==> src/rtl/pvr_raster_pkg.sv <==
// -----------------------------------------------------------------------------
// pvr_raster_pkg
// Shared constants and types for the tile raster walker.
//   TILE_DIM   - pixels per tile side (power of two, equals row-mask width)
//   COORD_W    - width of pixel-space coordinates
//   TILE_IDX_W - width of tile_x / tile_y indices
//   IDX_W      - width of an in-tile pixel offset (log2 TILE_DIM)
//   state_t    - walker FSM state encoding
// -----------------------------------------------------------------------------
package pvr_raster_pkg;

    localparam int TILE_DIM   = 32;
    localparam int COORD_W    = 11;
    localparam int TILE_IDX_W = 6;
    localparam int IDX_W      = 5;

    typedef enum logic [1:0] {
        IDLE     = 2'd0,
        ROW_EVAL = 2'd1,
        EMIT     = 2'd2,
        DONE     = 2'd3
    } state_t;

endpackage

==> src/rtl/tile_raster_walker_if.sv <==
// -----------------------------------------------------------------------------
// tile_raster_walker_if
// Fragment stream from the raster walker to the shading/ISP stage.
//   frag_valid    - fragment available (master -> slave)
//   frag_ready    - downstream accepts (slave -> master)
//   frag_x/frag_y - pixel coordinates of the fragment
//   frag_row_last - last covered pixel of the current row
// -----------------------------------------------------------------------------
interface tile_raster_walker_if;
    import pvr_raster_pkg::*;

    logic               frag_valid;
    logic               frag_ready;
    logic [COORD_W-1:0] frag_x;
    logic [COORD_W-1:0] frag_y;
    logic               frag_row_last;

    modport master (
        output frag_valid,
        output frag_x,
        output frag_y,
        output frag_row_last,
        input  frag_ready
    );

    modport slave (
        input  frag_valid,
        input  frag_x,
        input  frag_y,
        input  frag_row_last,
        output frag_ready
    );

endinterface

==> src/rtl/tile_raster_walker_lsb_pick32.sv <==
// -----------------------------------------------------------------------------
// lsb_pick32
// Combinational lowest-set-bit picker for a 32-bit coverage mask.
//   mask_in      - mask to inspect
//   lsb_idx      - index of the lowest set bit (0 when mask_in is 0)
//   is_single    - mask_in has exactly one bit set
//   mask_cleared - mask_in with its lowest set bit removed
// -----------------------------------------------------------------------------
module lsb_pick32 (
    input  logic [31:0] mask_in,
    output logic [4:0]  lsb_idx,
    output logic        is_single,
    output logic [31:0] mask_cleared
);

    // Scan from the top down so the last hit written is the lowest set bit.
    always_comb begin
        lsb_idx = '0;
        for (int i = 31; i >= 0; i--) begin
            if (mask_in[i]) begin
                lsb_idx = i[4:0];
            end
        end
    end

    // x & (x-1) drops the lowest set bit; a zero result on a nonzero input
    // means that bit was the only one.
    assign mask_cleared = mask_in & (mask_in - 32'd1);
    assign is_single    = (mask_in != 32'd0) && (mask_cleared == 32'd0);

endmodule

==> src/rtl/tile_raster_walker.sv <==
// -----------------------------------------------------------------------------
// tile_raster_walker
// Walks one 32x32 tile row by row, presenting the row base coordinate to the
// edge-test logic and turning each returned coverage mask into a stream of
// one fragment per covered pixel. Empty rows cost a single cycle.
//   clock, reset        - system clock, asynchronous active-high reset
//   tile_start          - start pulse, honoured only while idle
//   tile_x, tile_y      - tile indices latched on an accepted start
//   busy, tile_done     - walk in progress / one-cycle completion pulse
//   x_ps, y_ps          - registered row base coordinate to the edge test
//   row_mask            - coverage of the row at (x_ps, y_ps), bit i = x_ps+i
//   frag                - fragment stream (valid/ready) to the pixel pipeline
// -----------------------------------------------------------------------------
module tile_raster_walker
    import pvr_raster_pkg::*;
(
    input  logic                  clock,
    input  logic                  reset,
    input  logic                  tile_start,
    input  logic [TILE_IDX_W-1:0] tile_x,
    input  logic [TILE_IDX_W-1:0] tile_y,
    output logic                  busy,
    output logic                  tile_done,
    output logic [COORD_W-1:0]    x_ps,
    output logic [COORD_W-1:0]    y_ps,
    input  logic [TILE_DIM-1:0]   row_mask,
    tile_raster_walker_if.master  frag
);

    localparam logic [IDX_W-1:0] LAST_ROW = IDX_W'(TILE_DIM - 1);

    state_t                state_q,   state_d;
    logic [IDX_W-1:0]      y_off_q,   y_off_d;
    logic [TILE_DIM-1:0]   pending_q, pending_d;
    logic [COORD_W-1:0]    x_ps_q,    x_ps_d;
    logic [COORD_W-1:0]    y_ps_q,    y_ps_d;

    logic [IDX_W-1:0]      pick_idx;
    logic                  pick_single;
    logic [TILE_DIM-1:0]   pick_rest;
    logic                  in_emit;

    lsb_pick32 u_pick (
        .mask_in      (pending_q),
        .lsb_idx      (pick_idx),
        .is_single    (pick_single),
        .mask_cleared (pick_rest)
    );

    // State and datapath registers. x_ps_q doubles as the tile base x and
    // y_ps_q always equals base_y + y_off, so fragments reuse them directly.
    always_ff @(posedge clock or posedge reset) begin
        if (reset) begin
            state_q   <= IDLE;
            y_off_q   <= '0;
            pending_q <= '0;
            x_ps_q    <= '0;
            y_ps_q    <= '0;
        end else begin
            state_q   <= state_d;
            y_off_q   <= y_off_d;
            pending_q <= pending_d;
            x_ps_q    <= x_ps_d;
            y_ps_q    <= y_ps_d;
        end
    end

    // Next-state logic. Leaving a row (empty in ROW_EVAL, or its last
    // fragment accepted in EMIT) either finishes the tile on the last row or
    // advances y_off and y_ps together.
    always_comb begin
        state_d   = state_q;
        y_off_d   = y_off_q;
        pending_d = pending_q;
        x_ps_d    = x_ps_q;
        y_ps_d    = y_ps_q;

        case (state_q)
            IDLE: begin
                if (tile_start) begin
                    x_ps_d    = {tile_x, IDX_W'(0)};
                    y_ps_d    = {tile_y, IDX_W'(0)};
                    y_off_d   = '0;
                    pending_d = '0;
                    state_d   = ROW_EVAL;
                end
            end
            ROW_EVAL: begin
                if (row_mask == '0) begin
                    if (y_off_q == LAST_ROW) begin
                        state_d = DONE;
                    end else begin
                        y_off_d = y_off_q + IDX_W'(1);
                        y_ps_d  = y_ps_q + COORD_W'(1);
                    end
                end else begin
                    pending_d = row_mask;
                    state_d   = EMIT;
                end
            end
            EMIT: begin
                if (frag.frag_ready) begin
                    pending_d = pick_rest;
                    if (pick_single) begin
                        if (y_off_q == LAST_ROW) begin
                            state_d = DONE;
                        end else begin
                            y_off_d = y_off_q + IDX_W'(1);
                            y_ps_d  = y_ps_q + COORD_W'(1);
                            state_d = ROW_EVAL;
                        end
                    end
                end
            end
            DONE: begin
                state_d = IDLE;
            end
            default: begin
                state_d = IDLE;
            end
        endcase
    end

    // Fragment outputs are a pure function of the registered pending mask,
    // so they hold steady for as long as the consumer stalls.
    assign in_emit            = (state_q == EMIT);
    assign frag.frag_valid    = in_emit;
    assign frag.frag_x        = in_emit ? (x_ps_q + COORD_W'(pick_idx)) : '0;
    assign frag.frag_y        = in_emit ? y_ps_q : '0;
    assign frag.frag_row_last = in_emit && pick_single;

    assign busy      = (state_q != IDLE);
    assign tile_done = (state_q == DONE);
    assign x_ps      = x_ps_q;
    assign y_ps      = y_ps_q;

endmodule

==> src/flat_wrapper.sv <==
// flat-port wrapper written by rule: the top's interface ports become plain ports
module tile_raster_walker_flat import pvr_raster_pkg::*;
  (clock, reset, tile_start, tile_x, tile_y, busy, tile_done, x_ps, y_ps, row_mask, frag_frag_valid, frag_frag_x, frag_frag_y, frag_frag_row_last, frag_frag_ready);
  tile_raster_walker_if frag_i ();
  input  logic clock;
  input  logic reset;
  input  logic tile_start;
  input  logic [TILE_IDX_W-1:0] tile_x;
  input  logic [TILE_IDX_W-1:0] tile_y;
  output logic busy;
  output logic tile_done;
  output logic [COORD_W-1:0] x_ps;
  output logic [COORD_W-1:0] y_ps;
  input  logic [TILE_DIM-1:0] row_mask;
  output wire logic [$bits(frag_i.frag_valid)-1:0] frag_frag_valid;
  output wire logic [$bits(frag_i.frag_x)-1:0] frag_frag_x;
  output wire logic [$bits(frag_i.frag_y)-1:0] frag_frag_y;
  output wire logic [$bits(frag_i.frag_row_last)-1:0] frag_frag_row_last;
  input wire logic [$bits(frag_i.frag_ready)-1:0] frag_frag_ready;
  assign frag_frag_valid = frag_i.frag_valid;
  assign frag_frag_x = frag_i.frag_x;
  assign frag_frag_y = frag_i.frag_y;
  assign frag_frag_row_last = frag_i.frag_row_last;
  assign frag_i.frag_ready = frag_frag_ready;
  tile_raster_walker u_core (.clock(clock), .reset(reset), .tile_start(tile_start), .tile_x(tile_x), .tile_y(tile_y), .busy(busy), .tile_done(tile_done), .x_ps(x_ps), .y_ps(y_ps), .row_mask(row_mask), .frag(frag_i));
endmodule
==> config.mk <==
export PLATFORM = sky130hd
export DESIGN_NAME = tile_raster_walker_flat
export DESIGN_NICKNAME = d
export VERILOG_FILES = /design/src/rtl/pvr_raster_pkg.sv /design/src/rtl/tile_raster_walker_if.sv /design/src/rtl/tile_raster_walker_lsb_pick32.sv /design/src/rtl/tile_raster_walker.sv /design/src/flat_wrapper.sv
export SDC_FILE = /design/constraint.sdc
export NUM_CORES = 1
export LEC_CHECK = 0
export BUFFER_PORTS_ARGS = -buffer_cell sky130_fd_sc_hd__buf_2
export CORE_MARGIN = 2
export CORE_UTILIZATION = 45
export CTS_BUF_LIST = sky130_fd_sc_hd__clkbuf_4
export CTS_CLUSTER_DIAMETER = 120
export DETAILED_ROUTE_END_ITERATION = 7
export PLACE_DENSITY = 0.73
export SLEW_MARGIN = 20
export SYNTH_ARGS = -nofsm -noshare
export SYNTH_HDL_FRONTEND = slang
export SYNTH_SLANG_ARGS = --single-unit
export TNS_END_PERCENT = 5
==> constraint.sdc <==
create_clock -name clock -period 2.7 [get_ports clock]
set_input_delay 0.135 -clock clock [delete_from_list [all_inputs] [get_ports clock]]
set_output_delay 0.135 -clock clock [all_outputs]
set_load 0.005 [all_outputs]
## Word level (Yosys, flattened, before mapping)

Cells that the tools add are included.

| word-level totals | value |
|---|---|
| logic and storage cells | 89 |
| register bits | 56 |
| output and inout port bits | 48 |
| input bits | 48 |

| operators by class | value |
|---|---|
| equal/unequal tests | 10 |
| add/subtract/negate cells | 4 |
| bitwise operators | 1 |
| reduce and logical (&&, ||, !) cells | 12 |
| mux-type cells | 57 |

Operator list:

| operator | number |
|---|---|
| 5-bit two-way mux | 37 |
| 32-bit two-way mux | 3 |
| 32-bit case mux with 3 select lines | 1 |
| 11-bit two-way mux | 7 |
| 32-bit logical NOT | 2 |
| 11-bit case mux with 3 select lines | 1 |
| 32-bit AND | 1 |
| 32-bit nonzero test | 1 |
| 32-bit by 1-bit subtractor with 32-bit output (second input constant) | 1 |
| 5-bit case mux with 3 select lines | 1 |
| 2-bit two-way mux | 6 |
| 11-bit by 1-bit adder with 11-bit output (second input constant) | 1 |
| 11-bit by 5-bit adder with 11-bit output | 1 |
| 2-bit case mux with 4 select lines | 1 |
| 4-bit AND reduction | 2 |
| 2-bit != test (second input constant) | 3 |
| 5-bit by 1-bit adder with 5-bit output (second input constant) | 1 |
| 5-bit == test (second input constant) | 1 |
| 5-bit AND reduction | 1 |
| 2-bit == test (second input constant) | 2 |
| 2-bit by 1-bit != test with 1-bit output (second input constant) | 2 |
| 3-bit != test (second input constant) | 1 |
| 3-bit nonzero test | 1 |
| 2-bit by 1-bit == test with 1-bit output (second input constant) | 1 |
| other kinds (4) | 5 |

## Depth between registers and ports, before layout

| depth | value |
|---|---|
| depth in word-level cells | 34 |
| gate-level depth with buffers | 11 |
| gate-level depth less buffers | 10 |

## Modules after synthesis

From an unflattened synthesis, not the netlist that was laid out.

| second synthesis, totals | value |
|---|---|
| cells, all modules | 488 |
| area total of the unflattened synthesis | 4196.5 um^2 |

Modules (own cells, without submodules):

| module | sequential area each (um^2) | cells each | times used | area each (um^2) |
|---|---|---|---|---|
| tile_raster_walker | 1401.3 | 334 | 1 | 3228.1 |
| lsb_pick32 | 0.0 | 154 | 1 | 968.4 |

## Least setup slack after synthesis

Ideal clock, no wire load.

| timing | value |
|---|---|
| path type | register to register |
| start | register u_core.pending_q[12] |
| end | register u_core.y_off_q[2] |
| stages on the path, launching flop included | 11 |
| arrival time | 2.811 ns |
| setup slack | -0.235 ns |
| clock period less this slack | 2.935 ns |
| buffers on the path | 3 |
| data required time | 2.576 ns |
| setup time | 0.124 ns |
| cell sequence | dfrtp_1 -> buf_2 -> nor4_2 -> and4_1 -> buf_2 -> mux2_1 -> a2111oi_2 -> and4_4 -> a31oi_4 -> buf_4 -> a211o_1 |

| between the ends | value |
|---|---|
| longest elaborated chain between the ends | 6 |
| elaborated cells on any way between the ends | 7 |
| those cells by class | 1 x add/sub; 1 x eq/ne; 1 x bitwise; 4 x reduce/logical |

Ends and longest elaborated chain:

| item | line | source |
|---|---|---|
| start, declared | tile_raster_walker.sv:34 | `logic [TILE_DIM-1:0] pending_q, pending_d;` |
| start signal, assigned | tile_raster_walker.sv:62 | `pending_q <= pending_d;` |
| 32-bit by 1-bit subtractor with 32-bit output | tile_raster_walker_lsb_pick32.sv:28 | `assign mask_cleared = mask_in & (mask_in - 32'd1);` |
| 32-bit AND | tile_raster_walker_lsb_pick32.sv:28 |  |
| 32-bit logical NOT | tile_raster_walker_lsb_pick32.sv:29 | `assign is_single = (mask_in != 32'd0) && (mask_cleared == 32'd0);` |
| 1-bit logical AND (*) | tile_raster_walker_lsb_pick32.sv:29 |  |
| 2-bit by 1-bit != test with 1-bit output (no source line) (*) | n/a |  |
| 5-bit AND reduction (no source line) (*) | n/a |  |
| end signal, assigned | tile_raster_walker.sv:61 | `y_off_q <= y_off_d;` |
| end, declared | tile_raster_walker.sv:33 | `logic [IDX_W-1:0] y_off_q, y_off_d;` |

Every way passes the cells marked *; elsewhere a longest branch is shown, timed or not.
A chain may end at the register's enable or synchronous reset.

## Worst setup path in the final report

| timing | value |
|---|---|
| start | register u_core.pending_q[0] |
| end | output port frag_frag_row_last |

| between the ends | value |
|---|---|
| longest elaborated chain between the ends | 5 |
| elaborated cells on any way between the ends | 6 |
| those cells by class | 1 x add/sub; 1 x bitwise; 4 x reduce/logical |

Ends and longest elaborated chain:

| item | line | source |
|---|---|---|
| 32-bit by 1-bit subtractor with 32-bit output | tile_raster_walker_lsb_pick32.sv:28 |  |
| 32-bit AND | tile_raster_walker_lsb_pick32.sv:28 |  |
| 32-bit logical NOT | tile_raster_walker_lsb_pick32.sv:29 |  |
| 1-bit logical AND (*) | tile_raster_walker_lsb_pick32.sv:29 |  |
| 1-bit logical AND (*) | tile_raster_walker.sv:130 | `assign frag.frag_row_last = in_emit && pick_single;` |
| end, declared | flat_wrapper.sv:18 | `output wire logic [$bits(frag_i.frag_row_last)-1:0] frag_frag_row_last;` |

Marked as above.

==> impl_metrics.json <==
{
  "antenna_found_initial": 0,
  "wl_per_cell_um": 17.5,
  "yosys.area_share.simple_pct": 25.0,
  "place.gp.congestion": 0.932,
  "clkLatencyLatePin_ns": 0.38,
  "cts_sinks": 56,
  "synth_top_family_by_area": "compound AO/OA/AOI/OAI gates",
  "synth_seq_cells": 56,
  "finalMaxSlewViolations": 0,
  "post-route-util_pct": 64.7,
  "muxShareOfSynthArea_pct": 2.19,
  "grt_pass1_vias": 4203,
  "dp.cells": 696,
  "die_y_um": 98.9,
  "dieArea_sq_mm": 0.00978,
  "synth-xor-area-share_pct": 0,
  "period_minus_slack_ns": 2.93,
  "nets": 697,
  "htree_levels": 2,
  "r2r_slack_ns": -0.20,
  "numCtsBuffers": 5,
  "tns_ns": -2.50,
  "die_x_um": 98.9,
  "max_freq_ghz": 0.341,
  "num_antenna_cells": 0,
  "hp-class": "input pin to flop",
  "r2r_cells": 11,
  "fp-row-count": 34,
  "endpoint_kind": "output pin",
  "grt_setup_unrepaired": "yes",
  "layout_common_cells": "90 x buf_2, 68 x buf_4, 53 x dfrtp_1, 40 x nor2_1, 40 x o21ai_0",
  "synth_edf_count": 0,
  "syn2layout_area_growth_pct": 39.4,
  "grt_use_total_pct": 25.7,
  "crit_required_ns": 2.57,
  "path_clk_slew_ns": 0.17,
  "avgViaCountPerCell": 5.98,
  "fin_ws_ns": -0.233,
  "fillers": 722,
  "layout_commonest_cell": "buf_2",
  "synth_compound_area_share_pct": 28.4,
  "vias": 4484,
  "r2r_start": "u_core.pending_q[0]",
  "io_pins": 96,
  "yosysWarnings": 0,
  "synth_area_sq_mm": 0.00405,
  "whs_endpoint": "u_core.y_ps[10]",
  "yosysUniqueCellTypes": 71,
  "drive_above_1_share_pct": 35.8,
  "cts_root_buffer": "clkbuf_4",
  "worst_slew_pin_slew_ns": 0.506,
  "drc": 0,
  "antenna_left": 0,
  "avgSynthCellArea_sq_um": 8.48,
  "start_util_pct": 46.5,
  "ys_seq_area_share_pct": 34.6,
  "grt_max_degree": 38,
  "critPathLaunchType": "flop",
  "detail_route.iter0.violations": 305,
  "final_cells": 750,
  "crit_start": "u_core.pending_q[0]",
  "fp.coreArea_sq_mm": 0.00872,
  "wl_met3_um": 790,
  "drtPass1Iterations": 4,
  "ys.flop_type": "dfrtp_1",
  "m1WireLength_um": 5930,
  "top_layer_used": "met4",
  "status": "finished, violations left",
  "clock_path_buffers": 2,
  "ff_latch_area_sq_mm": 0.00141,
  "synth_fa_ha_area_share_pct": 2.72,
  "hold_violations": 0,
  "wl_met2_um": 6180,
  "finalWirelength_um": 13200,
  "max_cap_violations": 0,
  "hold_start": "tile_y[5]",
  "fin_crit_sh_pct": 109,
  "cp_max_fo": 5,
  "clock_skew_ns": 0.0120,
  "cts_tree": "built",
  "multi_input_area_sq_mm": 0.00263,
  "r2r-end": "u_core.y_off_q[2]",
  "critPathArrivalTime_ns": 2.80,
  "overflow": 0,
  "crit_type": "flop to output pin",
  "port_buffers": 90,
  "grt_pass1_wl_um": 20800,
  "synth-async-reset-ratio_pct": 100,
  "setup_viol": 19,
  "whs_path_depth": 3,
  "postSynthCellCount": 478,
  "relSlewSlack_pct": 66.1,
  "violations": "negative setup slack",
  "dpl.hpwl_um": 9000
}
[Yosys cell counts (all sizes together) (4+ instances only)]
library cell / n / area, sq um
or4: 8 / 67.6
and2: 19 / 119
nor4: 20 / 159
nand3: 11 / 60.1
inv: 19 / 71.3
a22o: 31 / 272
a211oi: 4 / 30.0
or3: 4 / 25.0
o22a: 6 / 52.6
o21a: 5 / 37.5
o21ai: 51 / 255
buf: 18 / 123
or2: 5 / 33.8
clkbuf: 24 / 91.3
nand3b: 4 / 30.0
nor2: 46 / 175
o31ai: 9 / 77.6
mux2: 7 / 78.8
a31oi: 8 / 71.3
dfrtp: 56 / 1400
nor3: 15 / 75.1
a21oi: 17 / 85.1
nand4: 5 / 37.5
ha: 8 / 100
nand2: 29 / 109
a2111oi: 4 / 41.3
and3: 7 / 43.8
[worst max-delay path by stage]
stage	endpoint	slack [ns]
2_1_floorplan	u_core.y_off_q[2]	-0.02
3_3_place_gp	u_core.y_off_q[2]	0.04
3_5_place_dp	u_core.state_q[1]	-0.06
4_1_cts	frag_frag_row_last	-0.20
5_1_grt	frag_frag_row_last	-0.35
6_report	frag_frag_row_last	-0.23
[stage by stage]
stage,hold slack (ns),setup slack (ns),instance area (sq um)
CTS,0.00372,-0.204,5510
global route,0.00260,-0.351,5650
floorplan,0.252,-0.0242,4120
global placement,0.160,0.0365,4920
detailed placement,0.178,-0.0576,4920
finish,0.0122,-0.233,5650
[cells by family (layout without fill, tap and decap cells)]
family | count (synthesis) | after routing
simple gates | 183 | 183
compound gates | 160 | 160
buf+inv | 61 | 221
flops | 56 | 56
fa+ha+maj | 9 | 9
mux | 8 | 8
other cells | 1 | 5
[state kept, by name (all words and copies together) (netlist names)]
register,cells
u_core.state_q,2
u_core.pending_q,32
u_core.y_off_q,5
u_core.x_ps,6
u_core.y_ps,11
[what timing repair did]
action,CTS,global route
setup endpoints to repair,13,20
pin swaps,18,11
gates resized for setup,28,18
endpoints found under the hold margin,49,1
hold buffers,31,1
setup buffers,10,4
gates cloned,0,0
[per-layer routing]
metal,GRT usage [%],vias up
li1,-,2105
met1,37.4,2165
met2,41.6,186
met3,3.05,28
met4,5.16,0
met5,0,-
[worst max-delay path: stages, from the launching register on]
cell and delay (ns):
dfrtp_1 0.42, buf_4 0.13, or4_4 0.54, buf_6 0.17, nor2_4 0.11, o22ai_4 0.10
a2111oi_4 0.29, nand3_1 0.14, nor3b_2 0.19, and4b_1 0.21, buf_2 0.12
[area by class of cell]
class	instances	area share (%)
clock buffers	6	0.798
clock inverters	2	0.620
multi-input cells	365	46.6
inverters	19	1.26
repair buffers	194	23.5
well taps	108	2.39
flip-flops and latches	56	24.9
Power is left out: the tool's default activity adds up to more than one toggle a clock period on the data nets, which glitch-free logic cannot reach.
